[src/rtl/mem_port_arbiter.sv]
// Shared memory port arbiter: fetch vs data, data-priority with a
// starvation counter that guarantees fetch forward progress.
module mem_port_arbiter #(
  parameter int ADDR_W     = 32,
  parameter int DATA_W     = 32,
  parameter int STARVE_MAX = 4
) (
  input  logic              clk,
  input  logic              reset,
  input  logic              if_req,
  input  logic [ADDR_W-1:0] if_addr,
  output logic              if_ready,
  output logic [DATA_W-1:0] if_rdata,
  output logic              if_stall,
  input  logic              dm_req,
  input  logic              dm_we,
  input  logic [ADDR_W-1:0] dm_addr,
  input  logic [DATA_W-1:0] dm_wdata,
  input  logic [2:0]        dm_ctrl,
  output logic              dm_ready,
  output logic [DATA_W-1:0] dm_rdata,
  output logic              dm_stall,
  output logic              mem_valid,
  output logic              mem_we,
  output logic [ADDR_W-1:0] mem_addr,
  output logic [DATA_W-1:0] mem_wdata,
  output logic [2:0]        mem_ctrl,
  input  logic              mem_ack,
  input  logic [DATA_W-1:0] mem_rdata,
  output logic [1:0]        owner
);

  typedef enum logic [1:0] {
    IDLE    = 2'd0,
    BUSY_IF = 2'd1,
    BUSY_DM = 2'd2,
    RESP    = 2'd3
  } state_t;

  localparam logic [3:0] SMAX = 4'(STARVE_MAX);

  state_t              state_q, state_d;
  logic [3:0]          streak_q, streak_d;
  logic                we_q, we_d;
  logic [ADDR_W-1:0]   addr_q, addr_d;
  logic [DATA_W-1:0]   wdata_q, wdata_d;
  logic [2:0]          ctrl_q, ctrl_d;
  logic                if_ready_q, if_ready_d;
  logic                dm_ready_q, dm_ready_d;
  logic [DATA_W-1:0]   if_rdata_q, if_rdata_d;
  logic [DATA_W-1:0]   dm_rdata_q, dm_rdata_d;
  logic                dm_win;

  // Data wins unless fetch has waited out STARVE_MAX data grants.
  assign dm_win = dm_req & ~(if_req & (streak_q == SMAX));

  always_comb begin
    state_d    = state_q;
    streak_d   = streak_q;
    we_d       = we_q;
    addr_d     = addr_q;
    wdata_d    = wdata_q;
    ctrl_d     = ctrl_q;
    if_ready_d = 1'b0;
    dm_ready_d = 1'b0;
    if_rdata_d = if_rdata_q;
    dm_rdata_d = dm_rdata_q;
    unique case (state_q)
      IDLE: begin
        if (dm_win) begin
          state_d = BUSY_DM;
          we_d    = dm_we;
          addr_d  = dm_addr;
          wdata_d = dm_wdata;
          ctrl_d  = dm_ctrl;
          if (!if_req)
            streak_d = 4'd0;
          else if (streak_q != SMAX)
            streak_d = streak_q + 4'd1;
        end else if (if_req) begin
          state_d  = BUSY_IF;
          we_d     = 1'b0;
          addr_d   = if_addr;
          wdata_d  = '0;
          ctrl_d   = 3'b000;
          streak_d = 4'd0;
        end
      end
      BUSY_IF: begin
        if (mem_ack) begin
          state_d    = RESP;
          if_rdata_d = mem_rdata;
          if_ready_d = 1'b1;
        end
      end
      BUSY_DM: begin
        if (mem_ack) begin
          state_d    = RESP;
          dm_rdata_d = mem_rdata;
          dm_ready_d = 1'b1;
        end
      end
      RESP: state_d = IDLE;
      default: state_d = IDLE;
    endcase
  end

  always_ff @(posedge clk) begin
    if (!reset) begin
      state_q    <= IDLE;
      streak_q   <= 4'd0;
      we_q       <= 1'b0;
      addr_q     <= '0;
      wdata_q    <= '0;
      ctrl_q     <= 3'b000;
      if_ready_q <= 1'b0;
      dm_ready_q <= 1'b0;
      if_rdata_q <= '0;
      dm_rdata_q <= '0;
    end else begin
      state_q    <= state_d;
      streak_q   <= streak_d;
      we_q       <= we_d;
      addr_q     <= addr_d;
      wdata_q    <= wdata_d;
      ctrl_q     <= ctrl_d;
      if_ready_q <= if_ready_d;
      dm_ready_q <= dm_ready_d;
      if_rdata_q <= if_rdata_d;
      dm_rdata_q <= dm_rdata_d;
    end
  end

  assign mem_valid = (state_q == BUSY_IF) | (state_q == BUSY_DM);
  assign mem_we    = we_q;
  assign mem_addr  = addr_q;
  assign mem_wdata = wdata_q;
  assign mem_ctrl  = ctrl_q;
  assign owner     = {state_q == BUSY_DM, state_q == BUSY_IF};
  assign if_ready  = if_ready_q;
  assign dm_ready  = dm_ready_q;
  assign if_rdata  = if_rdata_q;
  assign dm_rdata  = dm_rdata_q;
  assign if_stall  = if_req & ~if_ready_q;
  assign dm_stall  = dm_req & ~dm_ready_q;

endmodule

[config.mk]
export PLATFORM = sky130hd
export DESIGN_NAME = mem_port_arbiter
export DESIGN_NICKNAME = d
export VERILOG_FILES = /design/src/rtl/mem_port_arbiter.sv
export SDC_FILE = /design/constraint.sdc
export NUM_CORES = 1
export LEC_CHECK = 0
export ABC_AREA = 1
export BUFFER_PORTS_ARGS = -buffer_cell sky130_fd_sc_hd__buf_2
export CAP_MARGIN = 15
export CORE_UTILIZATION = 50
export DETAILED_ROUTE_END_ITERATION = 10
export PLACE_DENSITY = 0.89
export SLEW_MARGIN = 25
export SYNTH_ARGS = -nofsm -noshare
export SYNTH_HDL_FRONTEND = slang
export SYNTH_SLANG_ARGS = --single-unit
[constraint.sdc]
create_clock -name clk -period 1.99 [get_ports clk]
set_input_delay 0.398 -clock clk [delete_from_list [all_inputs] [get_ports clk]]
set_output_delay 0.398 -clock clk [all_outputs]
set_load 0.01 [all_outputs]
* After elaboration in Yosys (flattened, before gate mapping)
Index checks and enable logic that the tools add are counted.
** Storage, ports and cells
- Bits in registers :: 140
- Latch bits :: 0
- Memory bits (writable) :: 0
- ROM bits :: 0
- Input bits :: 137
- Output and inout port bits :: 139
- Word-level logic and storage cells :: 54
- Memories :: 0
** Cells by class
- Add/subtract/negate cells :: 1
- Multipliers :: 0
- Div/mod/pow operators :: 0
- $lt $le $gt $ge :: 0
- Eq/ne operators :: 8
- Shifts and indexed selects :: 0
- Mux-type cells :: 17
- Bitwise gates (word level) :: 8
- Reductions and logical operators :: 10
** Operators with widths (count)
- 32-bit two-way mux :: 4
- 4-bit two-way mux :: 4
- 2-bit AND reduction :: 6
- 2-bit two-way mux :: 3
- 3-bit two-way mux :: 2
- 2-bit one-hot mux with 3 select lines :: 1
- 4-bit by 1-bit adder with 4-bit output, second input constant :: 1
- 1-bit AND :: 4
- 2-bit == test, second input constant :: 2
- 4-bit by 3-bit == test with 1-bit output, second input constant :: 1
- 4-bit by 3-bit != test with 1-bit output, second input constant :: 1
- 1-bit two-way mux :: 3
- 3-bit by 2-bit != test with 1-bit output, second input constant :: 1
- 3-bit != test, second input constant :: 1
- 1-bit NOT :: 3
- 3-bit AND reduction :: 1
- 2-bit by 1-bit == test with 1-bit output, second input constant :: 1
- 2-bit zero test :: 1
- 2-bit by 1-bit != test with 1-bit output, second input constant :: 1
- 2-bit nonzero test :: 1
- 2-bit OR reduction :: 1
- 1-bit bitwise OR :: 1

* Logic depth before layout (Yosys ltp)
Gate-level depths: netlist of the first run.
- Depth in word-level cells :: 6
- Gate-level depth with buffers :: 11
- Depth with buffers taken out :: 10

* Worst setup path after synthesis of the first run
Ideal clock, no wire load.
- Path type :: in2out
- Start point :: input dm_req
- End point :: output dm_stall
- Arrival :: 0.951 ns
- Required time :: 1.592 ns
- Slack :: 0.641 ns
- Stages on the path :: 4
- Path buffers :: 2
- Path through :: buf_2 buf_2 inv_1 nor2_1
** On the way
- Word-level cells in the longest chain between the ends :: 1
** RTL lines
- start: declaration :: RTL line 15 : input logic dm_req,
- 1-bit AND :: RTL line 145 : assign dm_stall = dm_req & ~dm_ready_q;
- end: declaration :: RTL line 22 : output logic dm_stall,
No other way between the ends.

* Worst setup path in the final report of the first run
- Start point :: register state_q[0]
- End point :: register addr_q[2], in the netlist mem_addr[2]
** On the way
- Word-level cells in the longest chain between the ends :: 2
** RTL lines
- start: declaration :: RTL line 42 : state_t state_q, state_d;
- start signal: assignment :: RTL line 121 : state_q <= state_d;
- 2-bit zero test :: RTL line 68 : unique case (state_q)
- 2-bit AND reduction (no line)
- end signal: assignment :: RTL line 124 : addr_q <= addr_d;
- end: declaration :: RTL line 45 : logic [ADDR_W-1:0] addr_q, addr_d;
No other way between the ends.
A chain may end at the register's enable or synchronous reset.

==> results by group, run 1 <==
GRT
  – Met3 Track Usage GR: under 10%
  – Largest net degree at the start of global routing: between 60 and 70
  – Met2 GRT Util: between 40% and 50%
  – First-pass GRT wire length: 24.0 mm
  – Vias in the first global route: 5340
  – GR Util All Layers: approximately a quarter
  – Remaining global-route overflow: 0
  – GRT met1 Usage: between 20% and 30%
  – Antenna violations before repair: 0
  – Gr busiest metal: met2

Clocking
  – Hold_buf cts: 0
  – Clock root cell: clkbuf_16
  – CTS Buf Count: 17
  – Clock latency on the worst-skew pair: just over 0.4 ns
  – Clock tree buffer depth: 2
  – CTS Sinks: 140
  – CTS tree: yes
  – H-tree Lvls: 4
  – Post CTS Setup Buffer Count: 0
  – Resized cells post-CTS: 0
  – CTS clk-pin slew, worst paths: ~0.06 ns

Timing
  – Final worst path period need: 1.75 ns
  – Final Hold Fails: 0
  – Final setup fails: 0
  – Tightest Pin Transition: about 0.58 ns
  – Max Slew Vio Count: 0
  – Post-Route Setup TNS: 0 ns
  – Final clock skew: about 0.007 ns
  – Fmax: between 0.5 and 0.6 GHz
  – RSZ-0062 raised after global routing: no
  – Slew headroom: around three fifths
  – Fin crit share: between 80% and 90%

Critical path
  – Worst EP required: 2.30 ns
  – Setup CP Type: flip-flop to flip-flop
  – Critical path launch point type: flip-flop
  – Crit path max fanout: 30
  – Worst path cell trace: inv_1, ha_1, inv_1, nor2_4, buf_12, nand3_1, nand2_1, inv_1
  – CP peak stage delay: 0.43 ns
  – Crit path max-delay family: simple AND/OR/NAND/NOR gates
  – WP buf/inv: 4
  – WP data arrival: roughly 2.1 ns
  – Crit end category: flip-flop
  – Most used cell, CP: inv_1
  – CP max stage cell: nor2_4

Layout
  – Final net count: around 1200
  – Register Area: 2800 um2
  – Core Util, Final: just over 70%
  – Ratio of cells with drive above 1 in the final layout: 31.3%
  – Multi-input gate area: between 2000 and 2500 um2
  – Final instance area: ~7800 um2
  – Area growth from synthesis to layout: 37.2%
  – Diodes inserted: 0
  – Fill count: between 900 and 1000

Synth
  – Post-synth EDFFs: 0
  – Synth area leader: dfxtp_1
  – Register area share after synthesis: about half
  – Mapped Avg Cell Area: between 7 and 8 um2
  – Synthesis-stage register bit count: 140
  – FFs w/ async S/R, synth: 0%
  – Top post-synthesis cells by area: dfxtp_1, nor2_1, o21ai_0, nand2_1, nand3_1
  – Post-synthesis instance area: ~5700 um2
  – Dominant register cell in the synthesized netlist: dfxtp_1
  – Syn nets: 929
  – Yosys warning count: 0
  – Mapped Cells: between 700 and 800
  – Synth top area share: about half
  – Synth unique cells: 20

Floorplan
  – Num ports: between 200 and 300
  – Die Height: 108 um
  – Row count: 38
  – Die X: between 100 and 150 um
  – Initial core utilization: 51.7%
  – Die area: ~12000 um2
  – Core area: approximately 11000 um2

Drt
  – Vias per cell: about 5
  – Drt drc: 0
  – Average wire per standard cell: between 10 and 15 um
  – Final ANT Viol Nets: 0
  – Drt initial violations: ~470
  – TritonRoute pass-1 iters: 5
  – Routed WL: about 16 mm
  – Via count: around 6000

Placed design
  – Hpwl dp: 11.0 mm
  – RePlAce Congestion: 0.790
  – Placed instance area: 7150 um2
  – IO buf count: 275

Job
  – MaxCap Viol Count: 0

Worst hold path
  – Hold Path Class: primary input to flip-flop

Power and ir drop
  – Fraction of power consumed by sequential logic: 36.3%
  – Max IR drop VDD: approximately 0.00085 V
  – PwrDens: roughly 1400 nW/um2
  – Net Switching: 3580 uW
  – Internal power: 7000 uW
  – Switch share: about 34%
  – Clock share of power: between 30% and 40%
  – P_leak: slightly above 0.004 uW
  – Comb power frac: about a third

Status
  – Run status: finished, final reports clean
## state kept, by name, indices dropped and copies added (netlist names)
| signal | count |
|---|---|
| state_q | 2 |
| streak_q | 4 |
| mem_ctrl | 3 |
| dm_ready | 1 |
| mem_we | 1 |
| dm_rdata | 32 |
| if_rdata | 32 |
| mem_wdata | 32 |
| if_ready | 1 |
| mem_addr | 32 |
## metal layers
layer	routed length, um	part of all wire [%]
met4	482	3.1
met5	0	0
met1	6040	39
met3	1480	9.5
met2	7630	49
## logic make-up after synthesis
logic type / count (synthesis) / synth area share, %
XOR/XNOR: 1 / 0.155
flip-flops: 140 / 49.6
adder cells (fa/ha/maj): 6 / 1.33
AO/OA/AOI/OAI: 141 / 12.5
buffers and inverters: 103 / 8.19
AND/OR/NAND/NOR: 395 / 28.2
## synthesized netlist by cell type, types with 2 or more instances
master and number:
inv_2 3, o21ai_0 95, nand2_4 2, nand3_1 67, nand4_1 2, ha_1 6, o21ai_1 6, inv_1 46
buf_4 9, nor2_1 202, clkbuf_1 24, a21oi_1 40, dfxtp_1 140, buf_2 16, buf_1 2, nand2_1 120
buf_6 3
## metrics by stage
step / worst slack (ns) / instances / hold slack, ns / power (uW)
2_1_floorplan: 0.641 / 786 / 0.461 / 6040
3_3_place_gp: 0.345 / 1165 / 0.456 / 7290
3_5_place_dp: 0.248 / 1165 / 0.466 / 7400
4_1_cts: 0.222 / 1196 / 0.212 / 10600
5_1_grt: 0.0749 / 1196 / 0.212 / 11300
6_report: 0.239 / 1196 / 0.226 / 10600
## power by group through the flow
stage	combinational, uW	clock (uW)	sequential (uW)
floorplan	1840	0	4200
global placement	3420	0	3860
detailed placement	3520	0	3880
CTS	3540	3250	3840
global route	3960	3370	3920
finish	3530	3210	3840
## layout by cell type, fill, tap and decap left out
cell type | synthesis | final
clkbuf_16 | 0 | 17
nor2_1 | 202 | 202
inv_6 | 0 | 1
a21oi_1 | 40 | 40
buf_12 | 0 | 7
nor2_4 | 1 | 1
buf_2 | 16 | 275
o21ai_0 | 95 | 95
inv_1 | 46 | 46
inv_2 | 3 | 3
nand3_1 | 67 | 67
ha_1 | 6 | 6
nor2_2 | 1 | 1
nand4_1 | 2 | 2
nand2_4 | 2 | 2
o21ai_1 | 6 | 6
bufinv_16 | 0 | 3
clkinvlp_4 | 0 | 3
nand2_1 | 120 | 120
dfxtp_1 | 140 | 140
buf_4 | 9 | 11
clkbuf_8 | 0 | 3
clkinv_2 | 0 | 4
xor2_1 | 1 | 1
## layout make-up
cell class                 count  share of cell area (%)
inverter                      49                    2.37
multi-input combinational    543                    30.8
timing repair buffer         293                    20.6
clock buffer                  20                    6.02
tap                          140                    2.26
clock inverter                11                    1.82
sequential                   140                    36.1
## final timing paths
| path | slack, ns | cells after the start | from | to |
|---|---|---|---|---|
| worst max-delay path | 0.24 | 8 | state_q[0] | mem_addr[2] |
| worst min register to register | 0.47 | 2 | if_rdata[1] | if_rdata[1] |
| worst max register to register | 0.24 | 8 | state_q[0] | mem_addr[2] |
| worst min-delay path | 0.23 | 3 | dm_wdata[8] | mem_wdata[8] |
## tightest hold or removal path, stage by stage
cell and delay (ns):
buf_2 0.09, nand2_1 0.05, a21oi_1 0.05
No activity file was read; power rests on OpenSTA's default activity.
==> run 2, diff against run 1 <==
- CORE_ASPECT_RATIO: unset -> 0.8
==> run 2 against run 1 <==
  * First-iteration DRC count down 32%
  * Via count down 1.8%
  * Critical path type is now flip-flop to primary output
  * Non-clock buffer count down 3
  * Critical endpoint is now mem_valid
  * Sequential power about the same
  * Global-route usage up 0.24 points
  * Clock-buffer cell count down 1
  * Combinational power down 5.7%
  * Worst setup slack better by 0.033 ns
==> results by group, run 2 (synthesis gave the netlist of run 1 again) <==
Layout
  – Most common cell after layout, fill and taps aside: buf_2 (unchanged)
  – Final net count: 1184 (was 1187)
  – Area growth from synthesis to layout: 34.1% (was 37.2%)
  – Ratio of cells with drive above 1 in the final layout: 31.0% (was 31.3%)
  – Final instance area: 7580 um2 (was 7750 um2)
  – Multi-input gate area: 2390 um2 (unchanged)
  – Fill count: 943 (was 905)
  – Most frequent cells in the layout: buf_2, nor2_1, dfxtp_1, nand2_1, o21ai_0 (unchanged)
  – Diodes inserted: 0 (unchanged)
  – Core Util, Final: 69.3% (was 70.9%)
  – Register Area: 2800 um2 (unchanged)

Critical path
  – CP max stage cell: dfxtp_1 (was nor2_4)
  – Setup CP Type: flip-flop to primary output (was flip-flop to flip-flop)
  – CP peak stage delay: 0.35 ns (was 0.43 ns)
  – Crit end category: primary output (was flip-flop)
  – Worst path cell trace: inv_1, ha_1, buf_2 (was inv_1, ha_1, inv_1, nor2_4, buf_12, nand3_1, nand2_1, inv_1)
  – Critical path launch point type: flip-flop (unchanged)
  – Crit path max fanout: 3 (was 30)
  – Worst EP required: 1.59 ns (was 2.30 ns)
  – WP data arrival: 1.32 ns (was 2.06 ns)

Drt
  – Via count: 5909 (was 6020)
  – Drt initial violations: 321 (was 472)
  – Final ANT Viol Nets: 0 (unchanged)
  – Vias per cell: 4.94 (was 5.03)
  – Routed WL: 15.7 mm (was 15.6 mm)
  – TritonRoute pass-1 iters: 4 (was 5)
  – Drt drc: 0 (unchanged)
  – Average wire per standard cell: 13.1 um (about the same)

Clocking
  – Clock tree buffer depth: 2 (unchanged)
  – CTS Buf Count: 17 (unchanged)
  – CTS tree: yes (unchanged)
  – Clock latency on the worst-skew pair: 0.41 ns (about the same)
  – CTS Sinks: 140 (unchanged)
  – H-tree Lvls: 4 (unchanged)
  – Clock root cell: clkbuf_16 (unchanged)
  – Post CTS Setup Buffer Count: 0 (unchanged)
  – Resized cells post-CTS: 0 (unchanged)
  – Hold_buf cts: 0 (unchanged)
  – CTS clk-pin slew, worst paths: 0.06 ns (about the same)

Power and ir drop
  – P_leak: 0.00400 uW (was 0.00409 uW)
  – Total design power: 9980 uW (was 10600 uW)
  – Fraction of power consumed by sequential logic: 38.5% (was 36.3%)
  – PwrDens: 1320 nW/um2 (was 1360 nW/um2)
  – Internal power: 6370 uW (was 7000 uW)
  – Net Switching: 3600 uW (was 3580 uW)
  – Max IR drop VDD: 0.000729 V (was 0.000846 V)
  – Clock share of power: 28.1% (was 30.4%)
  – Switch share: 36.1% (was 33.8%)
  – Comb power frac: 33.4% (was 33.3%)

Timing
  – Final Hold Fails: 0 (unchanged)
  – Fin crit share: 86.3% (was 88.0%)
  – Final worst path period need: 1.72 ns (was 1.75 ns)
  – Slew headroom: 57.5% (was 61.6%)
  – RSZ-0062 raised after global routing: no (unchanged)
  – Final clock skew: 0.0117 ns (was 0.00683 ns)
  – Post-Route Setup TNS: 0 ns (unchanged)
  – Tightest Pin Transition: 0.637 ns (was 0.575 ns)
  – Fmax: 0.582 GHz (was 0.571 GHz)
  – Final setup fails: 0 (unchanged)
  – Max Slew Vio Count: 0 (unchanged)

Floorplan
  – Row count: 34 (was 38)
  – Die X: 121 um (was 108 um)
  – Core area: 10900 um2 (about the same)
  – Die area: 11700 um2 (about the same)
  – Initial core utilization: 51.7% (about the same)
  – Num ports: 276 (unchanged)
  – Die Height: 97.1 um (was 108 um)

Job
  – MaxCap Viol Count: 0 (unchanged)

Placed design
  – Hpwl dp: 10.9 mm (was 11.0 mm)
  – RePlAce Congestion: 0.804 (was 0.790)
  – Placed instance area: 7050 um2 (was 7150 um2)
  – IO buf count: 275 (unchanged)

GRT
  – GR Util All Layers: 26.6% (was 26.3%)
  – Largest net degree at the start of global routing: 101 (was 66)
  – Vias in the first global route: 5368 (was 5340)
  – First-pass GRT wire length: 25.0 mm (was 24.0 mm)
  – Remaining global-route overflow: 0 (unchanged)
  – Antenna violations before repair: 0 (unchanged)

Worst hold path
  – Hold Path Class: primary input to flip-flop (unchanged)

Status
  – Run status: finished, final reports clean (unchanged)
run 2: stage by stage:
stage	hold slack (ns)	setup slack (ns)	std cells
floorplan	0.461	0.641	786
global route	0.224	0.134	1197
finish	0.231	0.272	1197
detailed placement	0.465	0.323	1166
global placement	0.456	0.394	1166
CTS	0.219	0.245	1197
run 2: cell type report:
| type | instances | area share (%) |
|---|---|---|
| Clock buffer | 19 | 5.71 |
| Clock inverter | 12 | 1.24 |
| Inverter | 49 | 2.43 |
| Multi-Input combinational cell | 543 | 31.5 |
| Sequential cell | 140 | 37.0 |
| Tap cell | 144 | 2.38 |
| Timing Repair Buffer | 290 | 19.8 |
run 2: path summary, 6_finish.rpt:
path,to,depth (start not counted),start,slack [ns]
min reg2reg,dm_rdata[29],2,dm_rdata[29],0.48
min,mem_wdata[3],3,dm_wdata[3],0.23
max,mem_valid,3,state_q[0],0.27
max reg2reg,streak_q[3],8,state_q[0],0.31
run 2: power by group through the flow:
stage / Clock (uW) / Sequential, uW / Combinational [uW]
floorplan: 0 / 4200 / 1840
global placement: 0 / 3860 / 3250
detailed placement: 0 / 3880 / 3330
CTS: 2850 / 3840 / 3340
global route: 2970 / 3920 / 3750
finish: 2810 / 3840 / 3330
run 2: critical path, delay by kind of cell, from the launching register on:
family | cells | cell delay, ns
adders and majority gates | 1 | 0.32
buffers and inverters | 2 | 0.24
DFF | 1 | 0.35
run 2: metal layers:
metal	routed length, um	GRT usage, %	vias to the layer above
met5	0	0	-
met4	389	10.1	0
met3	1290	8.57	31
met2	7740	45.4	238
met1	6270	30.7	2641
li1	-	-	2999
